$ cat config.mk
export PLATFORM = sky130hd
export DESIGN_NAME = data_write_arbiter_flat
export DESIGN_NICKNAME = d
export VERILOG_FILES = /design/src/rtl/data_pkg.sv /design/src/rtl/data_write_arbiter_if.sv /design/src/rtl/rr_picker.sv /design/src/rtl/data_write_arbiter.sv /design/src/flat_wrapper.sv
export SDC_FILE = /design/constraint.sdc
export NUM_CORES = 1
export LEC_CHECK = 0
export ABC_AREA = 1
export CORE_MARGIN = 2
export CORE_UTILIZATION = 37
export CTS_CLUSTER_SIZE = 20
export DETAILED_ROUTE_END_ITERATION = 10
export GPL_TIMING_DRIVEN = 0
export PLACE_DENSITY_LB_ADDON = 0.2
export SLEW_MARGIN = 20
export SYNTH_ARGS = -nofsm -noshare
export SYNTH_HDL_FRONTEND = slang
export SYNTH_SLANG_ARGS = --single-unit
$ cat constraint.sdc
create_clock -name clk -period 3.95 [get_ports clk]
set_input_delay 1.185 -clock clk [delete_from_list [all_inputs] [get_ports clk]]
set_output_delay 1.185 -clock clk [all_outputs]
set_load 0.01 [all_outputs]
$ cat src/rtl/data_pkg.sv
// Shared types and the round-robin pick helper for the data register write arbiter.
package data_pkg;

  localparam int unsigned DATA_W   = 16;
  localparam int unsigned BE_W     = 2;
  localparam int unsigned NREQ_MAX = 8;
  localparam int unsigned PTR_W    = 3;

  typedef enum logic [0:0] {
    IDLE   = 1'b0,
    LOCKED = 1'b1
  } arb_state_t;

  typedef struct packed {
    logic             found;
    logic [PTR_W-1:0] idx;
  } rr_result_t;

  // Rotate valid so ptr lands at bit 0, take the lowest set bit, then unrotate back to an index.
  function automatic rr_result_t rr_pick(input logic [NREQ_MAX-1:0] valid,
                                         input logic [PTR_W-1:0]    ptr,
                                         input int                  n);
    rr_result_t            r;
    logic [NREQ_MAX-1:0]   rot;
    logic [PTR_W-1:0]      j;
    int                    off;
    r   = '0;
    rot = '0;
    j   = '0;
    off = 0;
    for (int k = 0; k < int'(NREQ_MAX); k++) begin
      if (k < n) begin
        j      = PTR_W'((int'(ptr) + k) % n);
        rot[k] = valid[j];
      end
    end
    for (int k = int'(NREQ_MAX) - 1; k >= 0; k--) begin
      if (rot[k]) begin
        r.found = 1'b1;
        off     = k;
      end
    end
    r.idx = PTR_W'((int'(ptr) + off) % n);
    return r;
  endfunction

endpackage

$ cat src/rtl/data_write_arbiter_if.sv
// Requester handshake bus plus the register write port of the arbiter.
interface data_write_arbiter_if
  import data_pkg::*;
#(
  parameter int unsigned NUM_REQ = 4,
  parameter int unsigned ID_W    = $clog2(NUM_REQ)
);

  logic [NUM_REQ-1:0]        req_valid;
  logic [NUM_REQ*DATA_W-1:0] req_data;
  logic [NUM_REQ*BE_W-1:0]   req_byte_en;
  logic [NUM_REQ-1:0]        req_lock;
  logic [NUM_REQ-1:0]        req_ready;
  logic                      arb_hold;
  logic                      wr_en;
  logic [DATA_W-1:0]         wr_data;
  logic [BE_W-1:0]           wr_byte_en;
  logic [ID_W-1:0]           gnt_id;
  logic                      locked;

  modport master (
    output req_valid, req_data, req_byte_en, req_lock, arb_hold,
    input  req_ready, wr_en, wr_data, wr_byte_en, gnt_id, locked
  );

  modport slave (
    input  req_valid, req_data, req_byte_en, req_lock, arb_hold,
    output req_ready, wr_en, wr_data, wr_byte_en, gnt_id, locked
  );

endinterface

$ cat src/rtl/rr_picker.sv
// Combinational round-robin winner search starting at ptr.
module rr_picker
  import data_pkg::*;
#(
  parameter int unsigned NUM_REQ = 4,
  parameter int unsigned ID_W    = $clog2(NUM_REQ)
) (
  input  logic [NUM_REQ-1:0] valid,
  input  logic [ID_W-1:0]    ptr,
  output logic               found_c,
  output logic [ID_W-1:0]    idx_c
);

  rr_result_t res;

  // Widen to the helper's fixed size; unused upper lanes are masked by n.
  always_comb res = rr_pick(NREQ_MAX'(valid), PTR_W'(ptr), int'(NUM_REQ));

  assign found_c = res.found;
  assign idx_c   = ID_W'(res.idx);

endmodule

$ cat src/rtl/data_write_arbiter.sv
// Round-robin arbiter with locked bursts in front of the shared 16-bit data register.
module data_write_arbiter
  import data_pkg::*;
#(
  parameter int unsigned NUM_REQ  = 4,
  parameter int unsigned MAX_LOCK = 4,
  parameter int unsigned ID_W     = $clog2(NUM_REQ)
) (
  input  logic                 clk,
  input  logic                 rst_n,
  data_write_arbiter_if.slave  bus
);

  localparam int unsigned CNT_W = 4;

  arb_state_t          state;
  logic [ID_W-1:0]     rr_ptr;
  logic [ID_W-1:0]     owner;
  logic [CNT_W-1:0]    beat_cnt;
  logic [CNT_W-1:0]    beat_cnt_nxt;
  logic                wr_en_q;
  logic [DATA_W-1:0]   wr_data_q;
  logic [BE_W-1:0]     wr_be_q;
  logic [ID_W-1:0]     gnt_id_q;

  logic                pick_found;
  logic [ID_W-1:0]     pick_idx;
  logic [NUM_REQ-1:0]  ready_c;
  logic [ID_W-1:0]     win;
  logic                xfer;
  logic [DATA_W-1:0]   win_data;
  logic [BE_W-1:0]     win_be;
  logic                win_lock;

  function automatic logic [ID_W-1:0] next_id(input logic [ID_W-1:0] x);
    return (int'(x) == int'(NUM_REQ) - 1) ? '0 : x + ID_W'(1);
  endfunction

  rr_picker #(.NUM_REQ(NUM_REQ), .ID_W(ID_W)) u_picker (
    .valid   (bus.req_valid),
    .ptr     (rr_ptr),
    .found_c (pick_found),
    .idx_c   (pick_idx)
  );

  // Grant selection and winner lane mux; ready is suppressed during reset and hold.
  always_comb begin
    ready_c  = '0;
    win      = rr_ptr;
    xfer     = 1'b0;
    win_data = '0;
    win_be   = '0;
    win_lock = 1'b0;
    if (rst_n && !bus.arb_hold) begin
      if (state == IDLE) begin
        if (pick_found) begin
          win  = pick_idx;
          xfer = 1'b1;
        end
      end else if (bus.req_valid[owner]) begin
        win  = owner;
        xfer = 1'b1;
      end
    end
    if (xfer) ready_c[win] = 1'b1;
    for (int i = 0; i < int'(NUM_REQ); i++) begin
      if (ID_W'(i) == win) begin
        win_data = bus.req_data[i*DATA_W +: DATA_W];
        win_be   = bus.req_byte_en[i*BE_W +: BE_W];
        win_lock = bus.req_lock[i];
      end
    end
  end

  assign beat_cnt_nxt = beat_cnt + CNT_W'(1);

  // Lock FSM, rotation pointer and registered write port.
  always_ff @(posedge clk or negedge rst_n) begin
    if (!rst_n) begin
      state     <= IDLE;
      rr_ptr    <= '0;
      owner     <= '0;
      beat_cnt  <= '0;
      wr_en_q   <= 1'b0;
      wr_data_q <= '0;
      wr_be_q   <= '0;
      gnt_id_q  <= '0;
    end else begin
      wr_en_q <= 1'b0;
      if (xfer) begin
        wr_en_q   <= |win_be;
        wr_data_q <= win_data;
        wr_be_q   <= win_be;
        gnt_id_q  <= win;
        if (state == IDLE) begin
          if (win_lock && MAX_LOCK > 1) begin
            state    <= LOCKED;
            owner    <= win;
            beat_cnt <= CNT_W'(1);
          end else begin
            rr_ptr <= next_id(win);
          end
        end else begin
          if (!win_lock || beat_cnt_nxt == CNT_W'(MAX_LOCK)) begin
            state    <= IDLE;
            rr_ptr   <= next_id(owner);
            beat_cnt <= '0;
          end else begin
            beat_cnt <= beat_cnt_nxt;
          end
        end
      end
    end
  end

  assign bus.req_ready  = ready_c;
  assign bus.wr_en      = wr_en_q;
  assign bus.wr_data    = wr_data_q;
  assign bus.wr_byte_en = wr_be_q;
  assign bus.gnt_id     = gnt_id_q;
  assign bus.locked     = (state == LOCKED);

endmodule

$ cat src/flat_wrapper.sv
// flat-port wrapper written by rule: the top's interface ports become plain ports
module data_write_arbiter_flat import data_pkg::*;
#(
  parameter int unsigned NUM_REQ  = 4,
  parameter int unsigned MAX_LOCK = 4,
  parameter int unsigned ID_W     = $clog2(NUM_REQ)
)
  (clk, rst_n, bus_req_valid, bus_req_data, bus_req_byte_en, bus_req_lock, bus_arb_hold, bus_req_ready, bus_wr_en, bus_wr_data, bus_wr_byte_en, bus_gnt_id, bus_locked);
  data_write_arbiter_if #(.NUM_REQ(NUM_REQ), .ID_W(ID_W)) bus_i ();
  input  logic clk;
  input  logic rst_n;
  input wire logic [$bits(bus_i.req_valid)-1:0] bus_req_valid;
  input wire logic [$bits(bus_i.req_data)-1:0] bus_req_data;
  input wire logic [$bits(bus_i.req_byte_en)-1:0] bus_req_byte_en;
  input wire logic [$bits(bus_i.req_lock)-1:0] bus_req_lock;
  input wire logic [$bits(bus_i.arb_hold)-1:0] bus_arb_hold;
  output wire logic [$bits(bus_i.req_ready)-1:0] bus_req_ready;
  output wire logic [$bits(bus_i.wr_en)-1:0] bus_wr_en;
  output wire logic [$bits(bus_i.wr_data)-1:0] bus_wr_data;
  output wire logic [$bits(bus_i.wr_byte_en)-1:0] bus_wr_byte_en;
  output wire logic [$bits(bus_i.gnt_id)-1:0] bus_gnt_id;
  output wire logic [$bits(bus_i.locked)-1:0] bus_locked;
  assign bus_i.req_valid = bus_req_valid;
  assign bus_i.req_data = bus_req_data;
  assign bus_i.req_byte_en = bus_req_byte_en;
  assign bus_i.req_lock = bus_req_lock;
  assign bus_i.arb_hold = bus_arb_hold;
  assign bus_req_ready = bus_i.req_ready;
  assign bus_wr_en = bus_i.wr_en;
  assign bus_wr_data = bus_i.wr_data;
  assign bus_wr_byte_en = bus_i.wr_byte_en;
  assign bus_gnt_id = bus_i.gnt_id;
  assign bus_locked = bus_i.locked;
  data_write_arbiter #(.NUM_REQ(NUM_REQ), .MAX_LOCK(MAX_LOCK), .ID_W(ID_W)) u_core (.clk(clk), .rst_n(rst_n), .bus(bus_i));
endmodule
* After elaboration in Yosys (flattened, before gate mapping)
Index checks and enable logic that the tools add are counted.
Operators by class: bitwise gates (word level) 4, mux-type cells 53, magnitude comparators 7, add/subtract/negate cells 7, equality and inequality tests 8, reductions and logical operators 14
Operators with widths (number):
- $mux 16 | 4
- $mux 2 | 17
- $mux 1 | 22
- $mux 4 | 4
- $lt 3x4->1 const B | 3
- $bmux 1 s3 | 3
- $reduce_or 2->1 | 4
- $add 2x1->2 const B | 3
- $lt 2x3->1 const B | 2
- $reduce_and 3->1 | 2
- $add 2x2->2 const B | 2
- $add 4x1->4 const B | 1
- $bmux 1 s2 | 2
- $eq 2x1->1 const B | 2
- $eq 2x2->1 const A | 2
- $eq 4x3->1 const B | 1
- $lt 2x4->1 const B | 1
- $and 1x1->1 const A | 3
- $add 2x2->2 | 1
- $demux 1 s2 | 1
- $eq 1x2->1 const A | 1
- $ge 2x1->1 const B | 1
- $logic_and 1x1->1 | 2
- $logic_not 1->1 | 2
- other kinds (7) | 7
Word-level totals: flip-flop bits (word level) 30, output and inout bits 26, word-level logic and storage cells 101, input port bits 83

* Depth between registers and ports, before layout
Gate-level depths: netlist (run 1).
word-level depth 22, mapped depth 28, depth with buffers taken out 27

* Hierarchy
Synthesis (run 1) repeated with hierarchy kept, for this count alone.
Unflattened totals: cells, all modules 348, area total of the unflattened synthesis 2442.3 µm²
Modules (own cells, without submodules):
- data_write_arbiter | area an instance 2183.3 µm², cells each 292, seq. area each 750.7 µm², times used 1
- rr_picker | area an instance 259.0 µm², cells each 56, seq. area each 0.0 µm², times used 1

* Worst setup path before layout (run 1)
Ideal clock, no wire load.
path type input to output, start input bus_req_valid[1], end output bus_req_ready[2], data arrival time 2920 ps, path buffers 1, setup slack -155 ps, required time 2765 ps, stages on the path 18, path through inv_1 -> nand2_1 -> nand2_1 -> nand2_1 -> nand2_1 -> nand2_1 -> a21oi_1 -> ha_1 -> o21ai_0 -> nand2_1 -> nand2_1 -> nand3_1 -> nand2_1 -> nand2_1 -> ha_1 -> clkbuf_1 -> inv_1 -> nor2_1
On the way: word-level cells in the longest chain between the ends 15, elaborated cells on any way between the ends 33, those cells by class add/sub (1); order compare (2); mux (29); reduce/logical (1)
RTL lines:
- start, declared | line flat_wrapper.sv:12 | input wire logic [$bits(bus_i.req_valid)-1:0] bus_req_valid;
- $bmux 1 s3 | line data_pkg.sv:34 | rot[k] = valid[j];
- $mux 1 (not written as such) | line data_pkg.sv:34
- $mux 2 (4 in a row) | line data_pkg.sv:38 | if (rot[k]) begin
- $add 2x2->2 | line data_pkg.sv:43 | r.idx = PTR_W'((int'(ptr) + off) % n);
- $mux 2 | line data_write_arbiter.sv:56 | if (pick_found) begin
- $mux 2 (*) | line data_write_arbiter.sv:55 | if (state == IDLE) begin
- $mux 2 (*) | line data_write_arbiter.sv:54 | if (rst_n && !bus.arb_hold) begin
- net u_core.win[1] | line data_write_arbiter.sv:29 | logic [ID_W-1:0] win;
- $lt 2x3->1 (not written as such) or $ge 2x1->1 (tied branches) | line data_write_arbiter.sv:65 | if (xfer) ready_c[win] = 1'b1;
- $logic_and 1x1->1 (not written as such) | line data_write_arbiter.sv:65
- $mux 1 (not written as such) | line data_write_arbiter.sv:65
- $demux 1 s2 (*)
- $mux 4 (*) | line data_write_arbiter.sv:65
- end, declared | line flat_wrapper.sv:17 | output wire logic [$bits(bus_i.req_ready)-1:0] bus_req_ready;
Mark *: on every way through the listed nets, which the timed path passes. The rest lies on a longest branch. The select of a mux whose other input is x is not followed.

* Worst setup path in the final report (run 1)
start input bus_req_valid[0], end output bus_req_ready[0]
Same word-level chain as after synthesis.

==> results by group, run 1 <==
Timing
  • Final WS setup: -0.179 ns
  • Final Max Slew Viols: 0
  • Final hold violations: 0
  • Period utilization: 1.05
  • Fin Clk Skew: just under 0.006 ns
  • Slew @ Worst Pin: 0.525 ns
  • Headroom to the max-slew limit: 0.650
  • RSZ-0062 raised after global routing: yes
  • FMAX: about 240 MHz
  • Clock period minus worst slack: between 4 and 5 ns
  • Final setup viols: 4

Placed design
  • Final GP Congestion: around 0.8
  • Post-DP HPWL: about 5400 µm
  • Placed Instances: a little over 500
  • Placement Cell Area: ~0.0034 mm²
  • Pre-CTS WS: -1.36 ns
  • PortBufs: 108

Setup path
  • Worst path bufs/invs: 5
  • CP max stage delay: ~0.16 ns
  • CP endpoint kind: primary output
  • Reg2reg setup slack: roughly 0.46 ns
  • Startpoint Class: input port
  • Arrival time at the worst endpoint: 2.94 ns
  • Crit-path max FO: 5
  • Family with the most delay on the worst path: simple AND/OR/NAND/NOR gates
  • Worst path cell trace: buf_8 > nand2_1 > nand2_1 > nand2_1 > o21ai_1 > nand2_1 > a21oi_2 > ha_4 > inv_2 > nand3_2 > nand2_1 > nand2_1 > nand3_2 > nand2_2 > nand2_4 > inv_4 > ha_4 > inv_2 > nor2_2 > buf_2
  • Crit-path most repeated cell: nand2_1
  • Critical path data required time: between 2 and 3 ns
  • Slowest cell on the critical path: a21oi_2
  • Crit Path Category: in -> out

Pwr
  • Worst vdd ir: ~0.3 mV
  • Pwr Total: 0.00244 W
  • PwrDens: 642 mW/mm²
  • Leak: around 1.7 nW

Layout
  • Number of antenna diodes: 0
  • Layout cells sized above 1: 0.192
  • Multi-input logic area: ~0.0015 mm²
  • Final-layout fill cell count: 521
  • Final Instance Area: 0.00381 mm²
  • Post-route insts no fill: ~540
  • P&R area growth vs syn: 70.1%
  • Register area: ~750 µm²
  • Final Net Count: 554

Route
  • Total number of vias: ~2700
  • Drt initial violations: roughly 170
  • Drt via density: about 5.1
  • Drt drc: 0
  • Routed WL: ~7900 µm
  • Post-route ant nets: 0
  • Routed wire per std cell: 14.7 µm
  • 1st-pass router iterations: 4
  • Met3 wire length: 524 µm
  • M1 wire length: 3310 µm
  • Highest Signal Layer: met4
  • Routed met2 length: between 3000 and 4000 µm

Synthesis
  • Sequential fraction of the synthesis area: 0.335
  • Post-Syn Nets: about 420
  • Dominant synthesized flop cell: dfrtp_1
  • Mapped Cells: around 330
  • Top-count cell post-synth: nand2_1
  • Post-synth top cells: 128 x nand2_1, 46 x nand3_1, 30 x dfrtp_1
  • Synth Cell Area: 0.00224 mm²
  • Cell accounting for the most synthesized area: dfrtp_1
  • Yosys cell types: 27
  • Synth warn: 0
  • Synth top area share: 0.335
  • FF+latch count, synth: 30
  • Synthesized area per cell: 6.72 µm²
  • Number of synthesized flops with an enable pin: 0
  • Synth async-reset ratio: 1.00
  • Top cells by area, synth: dfrtp_1 34%, nand2_1 21%, nand3_1 10%, o21ai_0 5.6%, a22oi_1 5.4%

Worst hold path
  • Worst Hold Class: reg -> reg

Status
  • Failing checks: negative setup slack
  • Outcome: finished with violations

CTS
  • CTS tree: built
  • Clk sinks: 30
  • H-tree level count: 2
  • Max clock buf depth: 2
  • Worst skew pair latency: around 0.28 ns
  • Clk slew on worst S/H paths: around 0.06 ns
  • Clock buffers created by TritonCTS: 5
  • Hold Buf Count CTS: 0
  • Clock root cell: clkbuf_8

GRT
  • Total gr overflow: 0
  • Total track usage: 0.229
  • First-pass GRT wire length: about 12000 µm
  • Initial antenna violation count: 0
  • Vias in the first global route: 2495
  • Largest net degree at the start of global routing: 32

Die
  • Top-Level Pins: approximately 110
  • Initial core utilization: 0.380
  • Die Y: approximately 80 µm
  • Die Span X: just over 80 µm
  • Die area: ~0.0067 mm²
  • Core ar.: approximately 0.006 mm²
  • Core Rows: 28

Flow run
  • Max-cap violations: 0
registers in the layout (all words and copies together), names as in the netlist:
name and cells:
u_core.bus.wr_byte_en 2, u_core.rr_ptr 2, u_core.beat_cnt 4, u_core.bus.wr_en 1, u_core.bus.locked 1, u_core.bus.gnt_id 2, u_core.owner 2, u_core.bus.wr_data 16
what timing repair did:
item,in CTS,in global routing
endpoints found under the setup margin,32,21
buffers inserted,13,5
gates resized for setup,82,22
pin swaps,13,12
power breakdown:
group,switching (W),internal (W)
registers,0.000105,0.000427
clock network,0.000123,0.000140
logic,0.000920,0.000730
path summary, 6_finish.rpt:
| kind | from | to | cells after the start |
|---|---|---|---|
| setup / recovery | bus_req_valid[0] | bus_req_ready[0] | 20 |
| setup reg to reg | u_core.rr_ptr[1]$_DFFE_PN0P_ | u_core.bus.wr_data[8]$_DFFE_PN0P_ | 26 |
| max in group asynchronous | rst_n | u_core.rr_ptr[1]$_DFFE_PN0P_ | 1 |
| hold / removal | u_core.bus.gnt_id[0]$_DFFE_PN0P_ | u_core.bus.gnt_id[0]$_DFFE_PN0P_ | 2 |
| min in group asynchronous | rst_n | u_core.bus.wr_data[14]$_DFFE_PN0P_ | 1 |
| hold reg to reg | u_core.bus.gnt_id[0]$_DFFE_PN0P_ | u_core.bus.gnt_id[0]$_DFFE_PN0P_ | 2 |
cell usage in the layout, fill, tap and decap left out, types with 2 or more instances in the layout:
master,synthesis,final
nand2_1,128,117
clkdlybuf4s50_1,0,99
nand3_1,46,42
dfrtp_1,30,30
o21ai_0,25,23
buf_4,4,22
a22oi_1,16,16
nor2_1,13,10
nand2_2,1,9
inv_1,19,8
inv_4,0,7
clkbuf_1,9,7
nand3_2,2,6
a21oi_1,7,6
buf_6,2,6
clkbuf_8,0,6
inv_2,3,5
o211ai_1,5,5
ha_4,0,5
nor2_2,2,4
nand2_4,0,3
buf_2,1,3
ha_1,8,3
nor2_4,1,2
clkinvlp_4,0,2
a221oi_1,2,2
nor3_1,2,2
buf_8,0,2
worst register-to-register path, stage by stage (launching register included):
cell,delay [ns]
dfrtp_1,0.48
inv_2,0.17
nand2_1,0.08
nand2_1,0.14
nand2_1,0.06
o21ai_1,0.08
nand2_1,0.08
a21oi_2,0.16
ha_4,0.16
inv_2,0.03
nand3_2,0.07
nand2_1,0.07
nand2_1,0.08
nand3_2,0.08
nand2_2,0.09
nand2_4,0.09
inv_4,0.09
ha_4,0.14
inv_4,0.04
buf_4,0.14
nand2_1,0.11
clkinvlp_4,0.21
buf_2,0.26
a22oi_1,0.16
o21ai_0,0.12
nand3_1,0.11
nand3_1,0.08
cell type report:
cell class / instances / share of cell area
multi-input combinational: 263 / 0.381
timing repair buffer: 126 / 0.321
sequential: 30 / 0.197
inverter: 24 / 0.0319
tap: 75 / 0.0246
clock buffer: 6 / 0.0217
buffer: 13 / 0.0191
clock inverter: 2 / 0.00329
kinds of logic after synthesis:
logic type               Yosys count  share of synthesized area
AND/OR/NAND/NOR                  198                      0.381
flip-flops                        30                      0.335
adder cells (fa/ha/maj)            8                     0.0447
XOR/XNOR                           2                    0.00783
buffers and inverters             40                     0.0810
AO/OA/AOI/OAI                     55                      0.150
routing by layer:
metal,GRT usage,up-vias
met5,0,-
met4,0.0417,0
met3,0.0604,10
met2,0.387,104
met1,0.296,1268
li1,-,1367
through the flow:
stage               TNS [ns]  hold WS [ns]  utilization
floorplan                  0         0.469            -
global placement      -36.23         0.465        0.582
detailed placement    -21.51         0.475        0.581
CTS                   -0.853         0.491        0.634
global route           -1.17         0.500        0.647
finish                -0.574         0.484        0.647
(Power assumes the default switching activity.)
==> inputs of run 2 (changes only) <==
--- a/config.mk
+++ b/config.mk
@@ -11,6 +11,7 @@
 export CTS_CLUSTER_SIZE = 20
 export DETAILED_ROUTE_END_ITERATION = 10
 export GPL_TIMING_DRIVEN = 0
+export MAX_ROUTING_LAYER = met4
 export PLACE_DENSITY_LB_ADDON = 0.2
 export SLEW_MARGIN = 20
 export SYNTH_ARGS = -nofsm -noshare
==> run 2 against run 1 <==
Compared with the run above: the flow still finishes with violations (negative setup slack); flip-flop and latch count stayed put; cell count stayed put; first-iteration DRC count is 6.4% higher; critical path depth stayed put; setup slack worse by 0.0035 ns; die area stayed put; via count is 0.58% lower; non-clock buffer count stayed put; critical endpoint unchanged.
==> results by group, run 2 (same netlist as run 1, synthesis figures left out) <==
Route
  • Drt initial violations: 184 (was 173)
  • Routed WL: 7890 µm (was 7900 µm)
  • Drt via density: 5.07 (was 5.10)
  • Routed wire per std cell: 14.6 µm (was 14.7 µm)
  • Post-route ant nets: 0 (unchanged)
  • Drt drc: 0 (unchanged)
  • Total number of vias: 2733 (was 2749)
  • 1st-pass router iterations: 4 (unchanged)

GRT
  • Total gr overflow: 0 (unchanged)
  • Largest net degree at the start of global routing: 32 (unchanged)
  • Vias in the first global route: 2504 (was 2495)
  • First-pass GRT wire length: 11900 µm (unchanged)
  • Initial antenna violation count: 0 (unchanged)
  • Total track usage: 0.235 (was 0.229)

Setup path
  • Critical path data required time: 2.76 ns (about the same)
  • Family with the most delay on the worst path: simple AND/OR/NAND/NOR gates (unchanged)
  • CP max stage delay: 0.16 ns (about the same)
  • Worst path bufs/invs: 5 (unchanged)
  • Startpoint Class: input port (unchanged)
  • Crit-path most repeated cell: nand2_1 (unchanged)
  • Crit-path max FO: 5 (unchanged)
  • Slowest cell on the critical path: a21oi_2 (unchanged)
  • Worst path cell trace: buf_8 > nand2_1 > nand2_1 > nand2_1 > o21ai_1 > nand2_1 > a21oi_2 > ha_4 > inv_2 > nand3_2 > nand2_1 > nand2_1 > nand3_2 > nand2_2 > nand2_4 > inv_4 > ha_4 > inv_2 > nor2_2 > buf_2 (unchanged)
  • Arrival time at the worst endpoint: 2.95 ns (was 2.94 ns)
  • CP endpoint kind: primary output (unchanged)
  • Crit Path Category: in -> out (unchanged)

Layout
  • Number of antenna diodes: 0 (unchanged)
  • Layout cells sized above 1: 0.192 (unchanged)
  • Fin util: 0.647 (unchanged)
  • P&R area growth vs syn: 70.1% (unchanged)
  • Final Net Count: 554 (unchanged)
  • Max FFs per register: 16 (unchanged)
  • Commonest non-fill, non-tap cell in the layout: nand2_1 (unchanged)
  • Most frequent cells in the layout: 117 x nand2_1, 99 x clkdlybuf4s50_1, 42 x nand3_1, 30 x dfrtp_1, 23 x o21ai_0 (unchanged)
  • Post-route insts no fill: 539 (unchanged)

Timing
  • Slew @ Worst Pin: 0.510 ns (was 0.525 ns)
  • Clock period minus worst slack: 4.13 ns (about the same)
  • Headroom to the max-slew limit: 0.660 (was 0.650)
  • FMAX: 242 MHz (about the same)
  • Final Max Slew Viols: 0 (unchanged)
  • TNS Setup: -0.580 ns (was -0.574 ns)
  • Final setup viols: 4 (unchanged)
  • Fin Clk Skew: 0.00567 ns (was 0.00577 ns)
  • Period utilization: 1.05 (about the same)
  • WHS: 0.483 ns (was 0.484 ns)
  • Final hold violations: 0 (unchanged)
  • RSZ-0062 raised after global routing: yes (unchanged)
  • Final WS setup: -0.183 ns (was -0.179 ns)

Worst hold path
  • Worst Hold Class: reg -> reg (unchanged)

Die
  • Initial core utilization: 0.380 (unchanged)
  • Die Y: 81.8 µm (unchanged)
  • Top-Level Pins: 109 (unchanged)
  • Core Rows: 28 (unchanged)
  • Die Span X: 81.8 µm (unchanged)
  • Core ar.: 0.00589 mm² (unchanged)
  • Die area: 0.00669 mm² (unchanged)

Status
  • Outcome: finished with violations (unchanged)
  • Failing checks: negative setup slack (unchanged)

CTS
  • Max clock buf depth: 2 (unchanged)
  • Clk sinks: 30 (unchanged)
  • Worst skew pair latency: 0.28 ns (about the same)
  • Clock buffers created by TritonCTS: 5 (unchanged)
  • Clk slew on worst S/H paths: 0.06 ns (about the same)
  • Clock root cell: clkbuf_8 (unchanged)
  • H-tree level count: 2 (unchanged)
  • CTS tree: built (unchanged)

Pwr
  • PwrDens: 642 mW/mm² (about the same)
  • Worst vdd ir: 0.304 mV (about the same)
  • Leak: 1.73 nW (unchanged)
  • Pwr Total: 0.00245 W (was 0.00244 W)

Placed design
  • PortBufs: 108 (unchanged)
  • Final GP Congestion: 0.816 (was 0.804)
  • Placed Instances: 516 (unchanged)
  • Post-DP HPWL: 5430 µm (unchanged)

Flow run
  • Max-cap violations: 0 (unchanged)
==> run 2: worst min-delay path, cell delays in order, from the launching register on <==
cell and delay, ns:
dfrtp_1 0.34, nand2_1 0.05, o21ai_0 0.06
==> run 2: final cells by class <==
| cell class | count | area [µm²] |
|---|---|---|
| buffer | 13 | 72.6 |
| timing repair buffer | 126 | 1220 |
| multi-input combinational | 263 | 1450 |
| fill | 521 | 2080 |
| tap | 75 | 93.8 |
| sequential | 30 | 751 |
| clock inverter | 2 | 12.5 |
| clock buffer | 6 | 82.6 |
| inverter | 24 | 121 |
==> run 2: report_power, final <==
part	switching (W)	internal, W
sequential	0.000106	0.000427
clock	0.000123	0.000140
combinational	0.000919	0.000730
total	0.00115	0.00130
==> run 2: what timing repair did <==
action | CTS | global route
pin swaps | 13 | 12
hold buffers | 0 | 0
buffers inserted | 13 | 5
gates resized for setup | 82 | 22
setup endpoints to repair | 32 | 21
==> run 2: per-stage QoR <==
stage / worst slack, ns / cell area [µm²]
final: -0.183 / 3810
after global routing: -0.332 / 3810
after CTS: -0.235 / 3730
after detailed placement: -1.36 / 3420
after global placement: -1.84 / 3420
after floorplan: 0.0165 / 2250
==> run 2: routing by layer <==
| metal | up-vias | share of wire | global-route usage |
|---|---|---|---|
| met1 | 1266 | 0.42 | 0.291 |
| met4 | 0 | 0.010 | 0.0417 |
| li1 | 1368 | - | - |
| met3 | 7 | 0.067 | 0.0659 |
| met2 | 92 | 0.50 | 0.388 |
| met5 | - | 0 | - |
==> run 2: path summary, 6_finish.rpt <==
path	startpoint	endpoint	slack (ns)	depth (start not counted)
hold reg to reg	u_core.bus.gnt_id[0]$_DFFE_PN0P_	u_core.bus.gnt_id[0]$_DFFE_PN0P_	0.48	2
hold / removal	u_core.bus.gnt_id[0]$_DFFE_PN0P_	u_core.bus.gnt_id[0]$_DFFE_PN0P_	0.48	2
setup reg to reg	u_core.rr_ptr[1]$_DFFE_PN0P_	u_core.bus.wr_data[8]$_DFFE_PN0P_	0.46	26
min in group asynchronous	rst_n	u_core.bus.wr_data[14]$_DFFE_PN0P_	0.76	1
setup / recovery	bus_req_valid[0]	bus_req_ready[0]	-0.18	20
max in group asynchronous	rst_n	u_core.rr_ptr[1]$_DFFE_PN0P_	2.95	1
==> inputs of run 3 (changes only) <==
--- a/config.mk
+++ b/config.mk
@@ -7,7 +7,7 @@
 export LEC_CHECK = 0
 export ABC_AREA = 1
 export CORE_MARGIN = 2
-export CORE_UTILIZATION = 37
+export CORE_UTILIZATION = 44
 export CTS_CLUSTER_SIZE = 20
 export DETAILED_ROUTE_END_ITERATION = 10
 export GPL_TIMING_DRIVEN = 0
==> constraint.sdc (replaced) <==
create_clock -name clk -period 5.25 [get_ports clk]
set_input_delay 1.575 -clock clk [delete_from_list [all_inputs] [get_ports clk]]
set_output_delay 1.575 -clock clk [all_outputs]
set_load 0.01 [all_outputs]
==> run 3 against run 2 <==
Compared with the run above: the run now ends clean; first-iteration DRC count grew 33%; global-route usage grew 4.5 points; power decreased by 27%; final area fell by 3.6%; critical path depth up 1.
==> results by group, run 3 (same netlist as run 1, synthesis figures left out) <==
CTS
  • CTS tree: built (unchanged)
  • Clock root cell: clkbuf_8 (unchanged)
  • Hold Buf Count CTS: 0 (unchanged)
  • Max clock buf depth: 2 (unchanged)
  • Clock buffers created by TritonCTS: 5 (unchanged)
  • Worst skew pair latency: 0.29 ns (was 0.28 ns)
  • Clk sinks: 30 (unchanged)
  • Clk slew on worst S/H paths: 0.07 ns (was 0.06 ns)
  • H-tree level count: 2 (unchanged)

Timing
  • Period utilization: 0.997
  • Final setup viols: 0 (was 4)
  • FMAX: between 150 and 200 MHz
  • Headroom to the max-slew limit: 0.657 (was 0.660)
  • Final Max Slew Viols: 0 (unchanged)
  • TNS Setup: 0 ns (was -0.580 ns)
  • Slew @ Worst Pin: 0.514 ns (was 0.510 ns)
  • Final hold violations: 0 (unchanged)
  • Fin Clk Skew: 0.00619 ns (was 0.00567 ns)
  • WHS: 0.487 ns (was 0.483 ns)
  • Final WS setup: 0.0146 ns (was -0.183 ns)
  • Clock period minus worst slack: around 5.2 ns

Layout
  • P&R area growth vs syn: 63.9% (was 70.1%)
  • Final Instance Area: 0.00367 mm² (was 0.00381 mm²)
  • Layout cells sized above 1: 0.163 (was 0.192)
  • Max FFs per register: 16 (unchanged)
  • Commonest non-fill, non-tap cell in the layout: nand2_1 (unchanged)
  • Number of antenna diodes: 0 (unchanged)
  • Final-layout fill cell count: 386 (was 521)
  • Final Net Count: 550 (was 554)
  • Most frequent cells in the layout: 120 x nand2_1, 99 x clkdlybuf4s50_1, 43 x nand3_1, 30 x dfrtp_1, 23 x o21ai_0 (was 117 x nand2_1, 99 x clkdlybuf4s50_1, 42 x nand3_1, 30 x dfrtp_1, 23 x o21ai_0)

Worst hold path
  • WHS Path Cells: 2 (unchanged)
  • Worst Hold Launch: u_core.bus.wr_byte_en[1]$_DFFE_PN0P_ (was u_core.bus.gnt_id[0]$_DFFE_PN0P_)
  • Worst Hold Class: reg -> reg (unchanged)

GRT
  • First-pass GRT wire length: 11500 µm (was 11900 µm)
  • Initial antenna violation count: 0 (unchanged)
  • Largest net degree at the start of global routing: 32 (unchanged)
  • Vias in the first global route: 2525 (was 2504)
  • Total gr overflow: 0 (unchanged)
  • Total track usage: 0.280 (was 0.235)

Setup path
  • Cell count of the worst reg-to-reg path: 25 (was 26)
  • Startpoint Class: input port (unchanged)
  • Slowest cell on the critical path: ha_2 (was a21oi_2)
  • CP endpoint kind: primary output (unchanged)
  • Worst path cell trace: clkdlybuf4s15_1 > inv_2 > nand2_2 > nand2_1 > nand2_1 > nand2_2 > nand2_2 > a21oi_2 > ha_2 > inv_2 > nand3_2 > nand2_1 > nand2_1 > nand3_2 > nand2_2 > nand2_4 > inv_4 > ha_2 > inv_1 > nor2_1 > buf_2 (was buf_8 > nand2_1 > nand2_1 > nand2_1 > o21ai_1 > nand2_1 > a21oi_2 > ha_4 > inv_2 > nand3_2 > nand2_1 > nand2_1 > nand3_2 > nand2_2 > nand2_4 > inv_4 > ha_4 > inv_2 > nor2_2 > buf_2)
  • CP Launch Point: bus_req_valid[3] (was bus_req_valid[0])
  • Reg2reg start: u_core.rr_ptr[1]$_DFFE_PN0P_ (unchanged)
  • CP max stage delay: 0.23 ns (was 0.16 ns)
  • Crit-path max FO: 5 (unchanged)
  • Critical path data required time: 3.68 ns (was 2.76 ns)
  • Arrival time at the worst endpoint: 3.66 ns (was 2.95 ns)
  • Crit Path Category: in -> out (unchanged)

Route
  • 1st-pass router iterations: 5 (was 4)
  • Drt via density: 5.34 (was 5.07)
  • Routed WL: 8030 µm (was 7890 µm)
  • Drt initial violations: 245 (was 184)
  • Routed wire per std cell: 15.2 µm (was 14.6 µm)
  • Post-route ant nets: 0 (unchanged)
  • Drt drc: 0 (unchanged)
  • Total number of vias: 2816 (was 2733)

Die
  • Die area: 0.00567 mm² (was 0.00669 mm²)
  • Initial core utilization: 0.465 (was 0.380)
  • Core Rows: 25 (was 28)
  • Die Y: 75.3 µm (was 81.8 µm)
  • Core ar.: 0.00482 mm² (was 0.00589 mm²)
  • Die Span X: 75.3 µm (was 81.8 µm)
  • Top-Level Pins: 109 (unchanged)

Pwr
  • PwrDens: 488 mW/mm² (was 642 mW/mm²)
  • Pwr Total: 0.00179 W (was 0.00245 W)
  • Leak: 1.70 nW (was 1.73 nW)
  • Worst vdd ir: 0.236 mV (was 0.304 mV)

Status
  • Outcome: completed (was finished with violations)

Placed design
  • Placement Cell Area: 0.00340 mm² (was 0.00342 mm²)
  • PortBufs: 108 (unchanged)
  • Final GP Congestion: 0.816 (about the same)
  • Pre-CTS WS: -0.978 ns (was -1.36 ns)
  • Post-DP HPWL: 5520 µm (was 5430 µm)

Flow run
  • Max-cap violations: 0 (unchanged)
run 3: cell count changes in the layout (fill, tap and decap cells not counted), moves of 3 or more:
cell / previous run / this run
buf_4: 22 / 16
inv_4: 7 / 1
inv_2: 5 / 10
clkbuf_2: 0 / 4
buf_6: 6 / 3
nand2_1: 117 / 120
run 3: what timing repair did:
action / 4_1_cts / 5_1_grt
resized for setup: 40 / 27
endpoints found under the hold margin: 0 / 0
pin swaps: 7 / 9
endpoints found under the setup margin: 4 / 4
setup buffers: 8 / 4
run 3: cell type report:
cell class | instances | area, µm² | area share
buffer | 15 | 93.8 | 0.0256
clock buffer | 6 | 82.6 | 0.0225
clock inverter | 2 | 12.5 | 0.00341
inverter | 24 | 97.6 | 0.0266
multi-input combinational | 263 | 1400 | 0.382
sequential | 30 | 751 | 0.205
tap | 67 | 83.8 | 0.0228
timing repair buffer | 120 | 1150 | 0.312
run 3: worst max-delay path, delay by kind of cell:
kind / cells / cell delay, ns
adder cells (fa/ha/maj): 2 / 0.42
buffers and inverters: 6 / 0.61
AND/OR/NAND/NOR: 12 / 0.87
AO/OA/AOI/OAI: 1 / 0.17
run 3: per-stage QoR:
step | cells | utilization
2_1_floorplan | 333 | -
3_3_place_gp | 508 | 0.706
3_5_place_dp | 508 | 0.705
4_1_cts | 523 | 0.746
5_1_grt | 527 | 0.762
6_report | 527 | 0.762
run 3: worst paths after layout:
kind	to	slack [ns]
max	bus_req_ready[0]	0.01
min	u_core.bus.wr_byte_en[1]$_DFFE_PN0P_	0.49
max reg2reg	u_core.bus.wr_data[3]$_DFFE_PN0P_	1.57
min reg2reg	u_core.bus.wr_byte_en[1]$_DFFE_PN0P_	0.49
max in group asynchronous	u_core.bus.wr_data[2]$_DFFE_PN0P_	3.74
min in group asynchronous	u_core.bus.wr_data[14]$_DFFE_PN0P_	1.21
run 3: report_power, final:
group / switching, W / internal, W / leakage [nW]
sequential: 0.0000749 / 0.000321 / 0.383
clock: 0.0000968 / 0.000105 / 0.0472
combinational: 0.000671 / 0.000523 / 1.27
run 3: layer usage:
metal | share of wire | GRT usage | up-vias
li1 | - | - | 1354
met1 | 0.38 | 0.322 | 1284
met2 | 0.49 | 0.459 | 150
met3 | 0.080 | 0.0688 | 28
met4 | 0.046 | 0.133 | 0
met5 | 0 | - | -
